`src/rtl/multicycle_ctrl_pkg.sv`:
```
// ctrl_pkg: shared types and constants for the multi-cycle RV32I sequencer.
//   - ALU operation codes driven on alu_sel
//   - opcode[6:2] values of the supported major opcodes
//   - FSM state encoding, decoded instruction class, wb_sel encodings
package ctrl_pkg;

  typedef enum logic [3:0] {
    ALU_ADD    = 4'd0,
    ALU_SUB    = 4'd1,
    ALU_SLT    = 4'd2,
    ALU_SLTU   = 4'd3,
    ALU_XOR    = 4'd4,
    ALU_OR     = 4'd5,
    ALU_AND    = 4'd6,
    ALU_SLL    = 4'd7,
    ALU_SRL    = 4'd8,
    ALU_SRA    = 4'd9,
    ALU_PASS_B = 4'd10
  } alu_op_e;

  localparam logic [4:0] OPC_LOAD   = 5'b00000;
  localparam logic [4:0] OPC_OPIMM  = 5'b00100;
  localparam logic [4:0] OPC_AUIPC  = 5'b00101;
  localparam logic [4:0] OPC_STORE  = 5'b01000;
  localparam logic [4:0] OPC_OP     = 5'b01100;
  localparam logic [4:0] OPC_LUI    = 5'b01101;
  localparam logic [4:0] OPC_BRANCH = 5'b11000;
  localparam logic [4:0] OPC_JALR   = 5'b11001;
  localparam logic [4:0] OPC_JAL    = 5'b11011;

  typedef enum logic [2:0] {
    ST_FETCH  = 3'd0,
    ST_DECODE = 3'd1,
    ST_EXEC   = 3'd2,
    ST_MEM    = 3'd3,
    ST_WB     = 3'd4
  } state_e;

  typedef enum logic [3:0] {
    CLS_ILLEGAL,
    CLS_LUI,
    CLS_AUIPC,
    CLS_JAL,
    CLS_JALR,
    CLS_BRANCH,
    CLS_LOAD,
    CLS_STORE,
    CLS_OPIMM,
    CLS_OP
  } cls_e;

  localparam logic [1:0] WB_ALU  = 2'd0;
  localparam logic [1:0] WB_LOAD = 2'd1;
  localparam logic [1:0] WB_PC4  = 2'd2;

  // alt picks SUB over ADD and SRA over SRL; callers decide when it applies.
  function automatic alu_op_e alu_from_funct3(input logic [2:0] funct3, input logic alt);
    alu_op_e op;
    case (funct3)
      3'b000:  op = alt ? ALU_SUB : ALU_ADD;
      3'b001:  op = ALU_SLL;
      3'b010:  op = ALU_SLT;
      3'b011:  op = ALU_SLTU;
      3'b100:  op = ALU_XOR;
      3'b101:  op = alt ? ALU_SRA : ALU_SRL;
      3'b110:  op = ALU_OR;
      default: op = ALU_AND;
    endcase
    return op;
  endfunction

endpackage

```
`src/rtl/multicycle_ctrl_if.sv`:
```
// multicycle_ctrl_if: shared instruction/data memory port handshake.
//   mem_req      controller -> memory  request, held until ack or timeout
//   mem_is_fetch controller -> memory  address select: 1 = PC, 0 = ALU result
//   mem_wren     controller -> memory  store strobe, only with mem_req
//   mem_ack      memory -> controller  request completed this cycle
interface multicycle_ctrl_if;
  logic mem_req;
  logic mem_is_fetch;
  logic mem_wren;
  logic mem_ack;

  modport master (output mem_req, output mem_is_fetch, output mem_wren, input mem_ack);
  modport slave  (input mem_req, input mem_is_fetch, input mem_wren, output mem_ack);
endinterface

```
`src/rtl/multicycle_ctrl_decode.sv`:
```
// mc_decode: combinational instruction classifier.
//   instr        IR contents
//   br_less      comparator rs1 < rs2
//   br_equal     comparator rs1 == rs2
//   cls          instruction class (CLS_ILLEGAL for unsupported opcode/funct3)
//   legal        cls is not CLS_ILLEGAL
//   alu_op       ALU operation for the instruction
//   op_a_pc      ALU operand A = PC
//   op_b_imm     ALU operand B = immediate
//   br_unsigned  unsigned branch compare
//   br_taken     branch condition holds
module mc_decode
  import ctrl_pkg::*;
(
  input  logic [31:0] instr,
  input  logic        br_less,
  input  logic        br_equal,
  output cls_e        cls,
  output logic        legal,
  output alu_op_e     alu_op,
  output logic        op_a_pc,
  output logic        op_b_imm,
  output logic        br_unsigned,
  output logic        br_taken
);

  logic [2:0] funct3;
  logic       alt;
  logic       unused_instr_bits;

  assign funct3 = instr[14:12];
  assign alt    = instr[30];
  assign unused_instr_bits = ^{instr[31], instr[29:15], instr[11:7]};

  always_comb begin
    cls = CLS_ILLEGAL;
    if (instr[1:0] == 2'b11) begin
      case (instr[6:2])
        OPC_LUI:    cls = CLS_LUI;
        OPC_AUIPC:  cls = CLS_AUIPC;
        OPC_JAL:    cls = CLS_JAL;
        OPC_JALR:   cls = CLS_JALR;
        OPC_BRANCH: if (funct3[2:1] != 2'b01) cls = CLS_BRANCH;
        OPC_LOAD:   if (funct3 inside {3'b000, 3'b001, 3'b010, 3'b100, 3'b101}) cls = CLS_LOAD;
        OPC_STORE:  if (funct3 inside {3'b000, 3'b001, 3'b010}) cls = CLS_STORE;
        OPC_OPIMM:  cls = CLS_OPIMM;
        OPC_OP:     cls = CLS_OP;
        default:    cls = CLS_ILLEGAL;
      endcase
    end
  end

  assign legal = (cls != CLS_ILLEGAL);

  always_comb begin
    alu_op   = ALU_ADD;
    op_a_pc  = 1'b0;
    op_b_imm = 1'b0;
    case (cls)
      CLS_BRANCH, CLS_JAL, CLS_AUIPC: begin
        op_a_pc  = 1'b1;
        op_b_imm = 1'b1;
      end
      CLS_JALR, CLS_LOAD, CLS_STORE: op_b_imm = 1'b1;
      CLS_LUI: begin
        op_b_imm = 1'b1;
        alu_op   = ALU_PASS_B;
      end
      // instr[30] is part of a signed immediate for addi etc., so only SRAI looks at it
      CLS_OPIMM: begin
        op_b_imm = 1'b1;
        alu_op   = alu_from_funct3(funct3, alt && (funct3 == 3'b101));
      end
      CLS_OP:  alu_op = alu_from_funct3(funct3, alt);
      default: ;
    endcase
  end

  assign br_unsigned = funct3[1];

  always_comb begin
    br_taken = 1'b0;
    case (funct3)
      3'b000:         br_taken = br_equal;
      3'b001:         br_taken = !br_equal;
      3'b100, 3'b110: br_taken = br_less;
      3'b101, 3'b111: br_taken = !br_less;
      default:        br_taken = 1'b0;
    endcase
  end

endmodule

```
`src/rtl/multicycle_ctrl.sv`:
```
// multicycle_ctrl: FETCH/DECODE/EXEC/MEM/WB sequencer for an RV32I datapath
// sharing one memory port for instructions and data.
//   clk, rst          clock, asynchronous active-high reset
//   instr             IR contents (valid from DECODE)
//   br_less/br_equal  branch comparator results
//   mem               memory handshake (master side)
//   ir_wren, pc_wren, pc_sel, br_unsigned, rd_wren, op_a_sel, op_b_sel,
//   alu_sel, wb_sel   datapath controls
//   retire, illegal, bus_err  one-cycle status pulses
//
// state  | meaning
// FETCH  | request instruction at PC, load IR on ack
// DECODE | classify IR; illegal skips to next PC
// EXEC   | branches resolve and retire; load/store form address
// MEM    | data access at ALU result
// WB     | register write, PC update, retire
module multicycle_ctrl
  import ctrl_pkg::*;
#(
  parameter int TO_W = 4
) (
  input  logic                      clk,
  input  logic                      rst,
  input  logic [31:0]               instr,
  input  logic                      br_less,
  input  logic                      br_equal,
  multicycle_ctrl_if.master         mem,
  output logic                      ir_wren,
  output logic                      pc_wren,
  output logic                      pc_sel,
  output logic                      br_unsigned,
  output logic                      rd_wren,
  output logic                      op_a_sel,
  output logic                      op_b_sel,
  output logic [3:0]                alu_sel,
  output logic [1:0]                wb_sel,
  output logic                      retire,
  output logic                      illegal,
  output logic                      bus_err
);

  localparam logic [TO_W-1:0] WAIT_MAX = '1;

  state_e          state, state_next;
  logic [TO_W-1:0] wait_cnt;
  logic            req_state;
  logic            timeout;

  cls_e    dec_cls;
  logic    dec_legal;
  alu_op_e dec_alu;
  logic    dec_a_pc;
  logic    dec_b_imm;
  logic    dec_bru;
  logic    dec_taken;

  mc_decode u_decode (
    .instr      (instr),
    .br_less    (br_less),
    .br_equal   (br_equal),
    .cls        (dec_cls),
    .legal      (dec_legal),
    .alu_op     (dec_alu),
    .op_a_pc    (dec_a_pc),
    .op_b_imm   (dec_b_imm),
    .br_unsigned(dec_bru),
    .br_taken   (dec_taken)
  );

  assign req_state = (state == ST_FETCH) || (state == ST_MEM);
  // In the timeout cycle the request is withdrawn; a late ack is still honoured.
  assign timeout   = req_state && (wait_cnt == WAIT_MAX);

  always_ff @(posedge clk or posedge rst) begin
    if (rst) begin
      state    <= ST_FETCH;
      wait_cnt <= '0;
    end else begin
      state <= state_next;
      if (req_state && !mem.mem_ack && !timeout) wait_cnt <= wait_cnt + 1'b1;
      else                                       wait_cnt <= '0;
    end
  end

  always_comb begin
    state_next       = state;
    mem.mem_req      = 1'b0;
    mem.mem_is_fetch = 1'b0;
    mem.mem_wren     = 1'b0;
    ir_wren          = 1'b0;
    pc_wren          = 1'b0;
    pc_sel           = 1'b0;
    br_unsigned      = 1'b0;
    rd_wren          = 1'b0;
    op_a_sel         = 1'b0;
    op_b_sel         = 1'b0;
    alu_sel          = ALU_ADD;
    wb_sel           = WB_ALU;
    retire           = 1'b0;
    illegal          = 1'b0;
    bus_err          = 1'b0;

    if (!rst) begin
      // ALU operands stay stable from EXEC until the instruction completes.
      if (state == ST_EXEC || state == ST_MEM || state == ST_WB) begin
        op_a_sel = dec_a_pc;
        op_b_sel = dec_b_imm;
        alu_sel  = dec_alu;
      end

      case (state)
        ST_FETCH: begin
          mem.mem_is_fetch = 1'b1;
          mem.mem_req      = !timeout;
          if (mem.mem_ack) begin
            ir_wren    = 1'b1;
            state_next = ST_DECODE;
          end else if (timeout) begin
            bus_err    = 1'b1;
            state_next = ST_FETCH;
          end
        end

        ST_DECODE: begin
          if (!dec_legal) begin
            illegal    = 1'b1;
            pc_wren    = 1'b1;
            state_next = ST_FETCH;
          end else begin
            state_next = ST_EXEC;
          end
        end

        ST_EXEC: begin
          case (dec_cls)
            CLS_BRANCH: begin
              br_unsigned = dec_bru;
              pc_wren     = 1'b1;
              pc_sel      = dec_taken;
              retire      = 1'b1;
              state_next  = ST_FETCH;
            end
            CLS_LOAD, CLS_STORE: state_next = ST_MEM;
            default:             state_next = ST_WB;
          endcase
        end

        ST_MEM: begin
          mem.mem_req  = !timeout;
          mem.mem_wren = (dec_cls == CLS_STORE) && !timeout;
          if (mem.mem_ack) begin
            if (dec_cls == CLS_STORE) begin
              pc_wren    = 1'b1;
              retire     = 1'b1;
              state_next = ST_FETCH;
            end else begin
              state_next = ST_WB;
            end
          end else if (timeout) begin
            bus_err    = 1'b1;
            pc_wren    = 1'b1;
            state_next = ST_FETCH;
          end
        end

        ST_WB: begin
          rd_wren    = 1'b1;
          pc_wren    = 1'b1;
          retire     = 1'b1;
          state_next = ST_FETCH;
          if (dec_cls == CLS_LOAD) begin
            wb_sel = WB_LOAD;
          end else if (dec_cls == CLS_JAL || dec_cls == CLS_JALR) begin
            wb_sel = WB_PC4;
            pc_sel = 1'b1;
          end
        end

        default: state_next = ST_FETCH;
      endcase
    end
  end

endmodule

```
`src/flat_wrapper.sv`:
```
// flat-port wrapper written by rule: the top's interface ports become plain ports
module multicycle_ctrl_flat import ctrl_pkg::*;
#(
  parameter int TO_W = 4
)
  (clk, rst, instr, br_less, br_equal, ir_wren, pc_wren, pc_sel, br_unsigned, rd_wren, op_a_sel, op_b_sel, alu_sel, wb_sel, retire, illegal, bus_err, mem_mem_req, mem_mem_is_fetch, mem_mem_wren, mem_mem_ack);
  multicycle_ctrl_if mem_i ();
  input  logic clk;
  input  logic rst;
  input  logic [31:0] instr;
  input  logic br_less;
  input  logic br_equal;
  output logic ir_wren;
  output logic pc_wren;
  output logic pc_sel;
  output logic br_unsigned;
  output logic rd_wren;
  output logic op_a_sel;
  output logic op_b_sel;
  output logic [3:0] alu_sel;
  output logic [1:0] wb_sel;
  output logic retire;
  output logic illegal;
  output logic bus_err;
  output wire logic [$bits(mem_i.mem_req)-1:0] mem_mem_req;
  output wire logic [$bits(mem_i.mem_is_fetch)-1:0] mem_mem_is_fetch;
  output wire logic [$bits(mem_i.mem_wren)-1:0] mem_mem_wren;
  input wire logic [$bits(mem_i.mem_ack)-1:0] mem_mem_ack;
  assign mem_mem_req = mem_i.mem_req;
  assign mem_mem_is_fetch = mem_i.mem_is_fetch;
  assign mem_mem_wren = mem_i.mem_wren;
  assign mem_i.mem_ack = mem_mem_ack;
  multicycle_ctrl #(.TO_W(TO_W)) u_core (.clk(clk), .rst(rst), .instr(instr), .br_less(br_less), .br_equal(br_equal), .mem(mem_i), .ir_wren(ir_wren), .pc_wren(pc_wren), .pc_sel(pc_sel), .br_unsigned(br_unsigned), .rd_wren(rd_wren), .op_a_sel(op_a_sel), .op_b_sel(op_b_sel), .alu_sel(alu_sel), .wb_sel(wb_sel), .retire(retire), .illegal(illegal), .bus_err(bus_err));
endmodule
```
`config.mk`:
```
export PLATFORM = sky130hd
export DESIGN_NAME = multicycle_ctrl_flat
export DESIGN_NICKNAME = d
export VERILOG_FILES = /design/src/rtl/multicycle_ctrl_pkg.sv /design/src/rtl/multicycle_ctrl_if.sv /design/src/rtl/multicycle_ctrl_decode.sv /design/src/rtl/multicycle_ctrl.sv /design/src/flat_wrapper.sv
export SDC_FILE = /design/constraint.sdc
export NUM_CORES = 1
export LEC_CHECK = 0
export ABC_AREA = 1
export BUFFER_PORTS_ARGS = -buffer_cell sky130_fd_sc_hd__buf_2
export CAP_MARGIN = 5
export CORE_UTILIZATION = 40
export DETAILED_ROUTE_END_ITERATION = 16
export HOLD_SLACK_MARGIN = 0.12
export PLACE_DENSITY_LB_ADDON = 0.2
export SLEW_MARGIN = 5
export SYNTH_ARGS = -nofsm -noshare
export SYNTH_HDL_FRONTEND = slang
export SYNTH_SLANG_ARGS = --single-unit
```
`constraint.sdc`:
```
create_clock -name clk -period 1.3 [get_ports clk]
set_input_delay 0.195 -clock clk [delete_from_list [all_inputs] [get_ports clk]]
set_output_delay 0.195 -clock clk [all_outputs]
set_load 0.02 [all_outputs]
```
==> impl_metrics.json, run 1 <==
{
  "synth_xor_area_frac": 0.01659,
  "yosysUniqueCellTypes": 28,
  "synth-simple-area-share": 0.5818,
  "fp-row-count": 18,
  "ys_seq_area_frac": 0.1659,
  "grt_max_degree": 8,
  "synth_adder_area_share": 0.01185,
  "io_pins": 56,
  "start_util": 0.4263,
  "async_reset_ff_frac": 1.000,
  "haltStage": "global routing (5_1_grt)",
  "endpoint_type": "primary output",
  "synth_top_flop_cell": "dfrtp_1",
  "synth_mux_area_frac": 0.009479,
  "syn_area_per_cell_um2": 5.647,
  "cts_buffers": 3,
  "dieWidth_um": 53.38,
  "synth-edff-count": 0,
  "ys_seq_elements": 7,
  "clock_path_buffers": 2,
  "synthCells": 187,
  "outcome": "stopped before the end",
  "synth_top_area_cell": "dfrtp_1",
  "htree_levels": 1,
  "synth_compound_area_frac": 0.09953,
  "ys_warn_count": 0,
  "crit_endpoint": "alu_sel[0]",
  "cts_sinks": 7,
  "die_y_um": 53.38,
  "netlist_top_cells_area": "dfrtp_1 (17%), nor2_1 (15%), nand2_1 (15%)",
  "synthTopCellsByCount": "nor2_1 (43), nand2_1 (41), inv_1 (24)",
  "synth_top_family_by_area": "simple AND/OR/NAND/NOR gates",
  "syn_area_um2": 1056,
  "yosysMostFrequentCell": "nor2_1",
  "firstError": "[ERROR DPL-0038] Utilization greater than 100%, impossible to legalize",
  "syn-num-nets": 225,
  "hpwl_um": 2729,
  "place.gp.congestion": 0.8705,
  "preCtsSetupSlack_ns": -0.5658,
  "yosys.area.top_type_share": 0.1659,
  "root_buffer": "clkbuf_4",
  "port_buffers": 34
}
-- kinds of logic after synthesis --
family,after synthesis
buf+inv,32
fa+ha+maj,1
simple gates,125
mux,1
flops,7
compound gates,19
xor+xnor,2
-- through the flow --
stage / cells / hold slack, ns / area [um2] / setup TNS, ns
2_1_floorplan: 187 / 0.005304 / 1242 / -3.543
3_3_place_gp: 303 / 0.2340 / 1849 / -7.830
3_5_place_dp: 303 / 0.2375 / 1849 / -8.986
4_1_cts: 318 / 0.3869 / 2355 / -8.141
-- timing repair --
item / 4_1_cts
endpoints found under the hold margin: 7
gates resized for setup: 119
endpoints found under the setup margin: 26
buffers inserted: 11
pin swaps: 25
gates cloned: 0
hold buffers: 1
==> run 2, diff against run 1 <==
--- a/config.mk
+++ b/config.mk
@@ -8,10 +8,9 @@
 export ABC_AREA = 1
 export BUFFER_PORTS_ARGS = -buffer_cell sky130_fd_sc_hd__buf_2
 export CAP_MARGIN = 5
-export CORE_UTILIZATION = 40
+export CORE_UTILIZATION = 25
 export DETAILED_ROUTE_END_ITERATION = 16
-export HOLD_SLACK_MARGIN = 0.12
-export PLACE_DENSITY_LB_ADDON = 0.2
+export PLACE_DENSITY_LB_ADDON = 0.15
 export SLEW_MARGIN = 5
 export SYNTH_ARGS = -nofsm -noshare
 export SYNTH_HDL_FRONTEND = slang
==> constraint.sdc (replaced) <==
create_clock -name clk -period 1.69 [get_ports clk]
set_input_delay 0.2535 -clock clk [delete_from_list [all_inputs] [get_ports clk]]
set_output_delay 0.2535 -clock clk [all_outputs]
set_load 0.02 [all_outputs]
==> impl_metrics.json, run 2 <==
{
  "outcome": "finished, violations left",
  "violations": "negative setup slack",
  "power.total_uw": 885.5,
  "syn_area_um2": 1056,
  "crit_buf_inv": 3,
  "fillCellCount": 403,
  "vias_per_cell": 4.498,
  "cap_violations": 0,
  "port_buffers": 34,
  "cts_tree": "done",
  "critPathRequiredTime_ns": 1.44,
  "synth_top_area_cell": "dfrtp_1",
  "fmax_mhz": 536.3,
  "drt_iter0_drc": 32,
  "cp_slowest_stage_delay_ns": 0.16,
  "path_class": "in2out",
  "die_y_um": 66.99,
  "hpwl_um": 2440,
  "critPathArrivalTime_ns": 1.61,
  "rsz0062_at_grt": "yes",
  "crit_family": "simple AND/OR/NAND/NOR gates",
  "synth-edff-count": 0,
  "die_area_um2": 4488,
  "wl_per_cell_um": 11.04,
  "place.gp.congestion": 0.8239,
  "worst_hold_slack_ns": 0.1687,
  "worst_slew_pin_slew_ns": 0.5177,
  "worst_setup_path_end_kind": "primary output",
  "nNetsFinal": 302,
  "largest_reg_flops": 4,
  "fin_worst_skew_ns": 0.0006096,
  "root_buffer": "clkbuf_8",
  "yosysUniqueCellTypes": 28,
  "cts_buffers": 3,
  "dieWidth_um": 66.99,
  "htree_levels": 1,
  "async_reset_ff_frac": 1.000,
  "setup_slack_ns": -0.1746,
  "crit_chain": "buf_8 > nor2_4 > nand2_2 > nor2_4 > nor2_4 > nand3_4 > nand2_8 > nor2_8 > buf_4 > a21oi_2 > nor3_4 > buf_6",
  "io_pins": 56,
  "synth_top_flop_cell": "dfrtp_1",
  "ant_nets": 0,
  "grt_pass1_wl_um": 5361,
  "period_needed_ns": 1.865,
  "fp-row-count": 23,
  "preCtsSetupSlack_ns": -0.2602,
  "setup_viol": 15,
  "cp_max_fo": 5,
  "reg_top3": "u_core.wait_cnt (4), u_core.state (3)",
  "yosysMostFrequentCell": "nor2_1",
  "synthTopCellsByCount": "nor2_1 (43), nand2_1 (41), inv_1 (24)",
  "tns_ns": -1.590,
  "grt_max_degree": 14,
  "grt.total_usage": 0.1536,
  "r2r_cells": 8,
  "gr-usage-met2": 0.2715,
  "detail_route.first_pass.iterations": 4,
  "finalHoldViolations": 0,
  "most-common-layout-cells": "buf_4 (44), nand2_1 (26), nor2_1 (18), buf_6 (17), nor2_4 (14)",
  "peakVddDrop_mv": 0.5236,
  "ys_seq_elements": 7,
  "syn-num-nets": 225,
  "syn_to_final_growth_pct": 109.6,
  "syn_area_per_cell_um2": 5.647,
  "crit_path_start_kind": "input pin",
  "clock_path_buffers": 2,
  "crit_path_frequent_cell": "nor2_4",
  "coreArea_um2": 4029,
  "remaining_drc_errors": 0,
  "slowest_stage": "nor3_4",
  "min_path_type": "in2async",
  "grt_pass1_vias": 1282,
  "clkTransAtPathRegs_ns": 0.04,
  "start_util": 0.2621,
  "layout-drive-gt1-share": 0.6806,
  "synthCells": 187,
  "yosys.area.top_type_share": 0.1659,
  "netlist_top_cells_area": "dfrtp_1 (17%), nor2_1 (15%), nand2_1 (15%)",
  "diodes": 0,
  "cp_num_cells": 12,
  "cts_sinks": 7,
  "ys_seq_area_frac": 0.1659,
  "leakage_nw": 1.034,
  "overflow": 0,
  "use_met1": 0.1951,
  "slew_headroom": 0.6545,
  "ys_warn_count": 0,
  "report.final.slew_viol_count": 0,
  "fin_crit_sh": 1.103,
  "power_density_nw_per_um2": 400.1,
  "grt_use_met3": 0.01027,
  "insertion_delay_ns": 0.22,
  "busiest_layer": "met2",
  "regMostFlops": "u_core.wait_cnt",
  "final_common_cell": "buf_4",
  "antenna_found_initial": 0,
  "drt-total-wl_um": 3456,
  "vias": 1408
}
## run 2: cell counts after synthesis
No cell type changed its count.
## run 2: power by group
group,switching (mW),internal [mW]
Clock,0.0656,0.163
Sequential,0.0191,0.185
Combinational,0.256,0.197
## run 2: through the flow
step	instances	utilization	cell area [um2]
floorplan	187	-	1122
global placement	301	0.3938	1587
detailed placement	301	0.3938	1587
CTS	309	0.4798	1933
global route	313	0.5494	2213
finish	313	0.5494	2213
## run 2: cells by family (layout without fill, tap and decap cells)
logic type,Yosys count,count (layout),share of synthesized area
xor+xnor,2,2,0.01659
simple gates,125,125,0.5817
compound gates,19,19,0.09953
mux,1,1,0.009479
flops,7,7,0.1659
buf+inv,32,108,0.1149
fa+ha+maj,1,1,0.01185
## run 2: worst reg2reg max path, stage by stage (launching register included)
cell and delay [ns]:
dfrtp_1 0.40, ha_2 0.21, nand3_2 0.09, inv_2 0.07, nor3_1 0.23, a21oi_2 0.07
nand2_1 0.07, nand2_1 0.04, nand2_1 0.07
## run 2: what timing repair did
| item | 4_1_cts | 5_1_grt |
|---|---|---|
| endpoints found under the setup margin | 16 | 18 |
| resized for setup | 81 | 71 |
| pin swaps | 25 | 31 |
| hold buffers | 0 | 0 |
| setup buffers | 4 | 4 |
## run 2: path summary, 6_finish.rpt
kind | from | to | slack (ns)
min in group clk | rst | u_core.state[1]$_DFFE_PP0N_ | 0.44
worst max register to register | u_core.wait_cnt[0]$_DFF_PP0_ | u_core.state[1]$_DFFE_PP0N_ | 0.35
worst min-delay path | rst | u_core.state[2]$_DFFE_PP0N_ | 0.17
worst max-delay path | instr[3] | alu_sel[0] | -0.17
worst min register to register | u_core.wait_cnt[0]$_DFF_PP0_ | u_core.wait_cnt[0]$_DFF_PP0_ | 0.48
max in group asynchronous | rst | u_core.state[0]$_DFFE_PP0N_ | 1.36
## run 2: final cells by class
cell class,instances,area [um2],area share
multi-input combinational,148,1181,0.5336
timing repair buffer,74,611.8,0.2764
sequential,7,177.7,0.08027
inverter,30,135.1,0.06105
tap,50,62.56,0.02826
clock buffer,4,45.04,0.02035
## run 2: routing by layer
layer | part of all wire | wire length [um]
met5 | 0 | 0
met1 | 0.46 | 1583
met4 | 0.0055 | 19
met2 | 0.52 | 1807
met3 | 0.013 | 45
No activity file was read; power rests on OpenSTA's default activity.
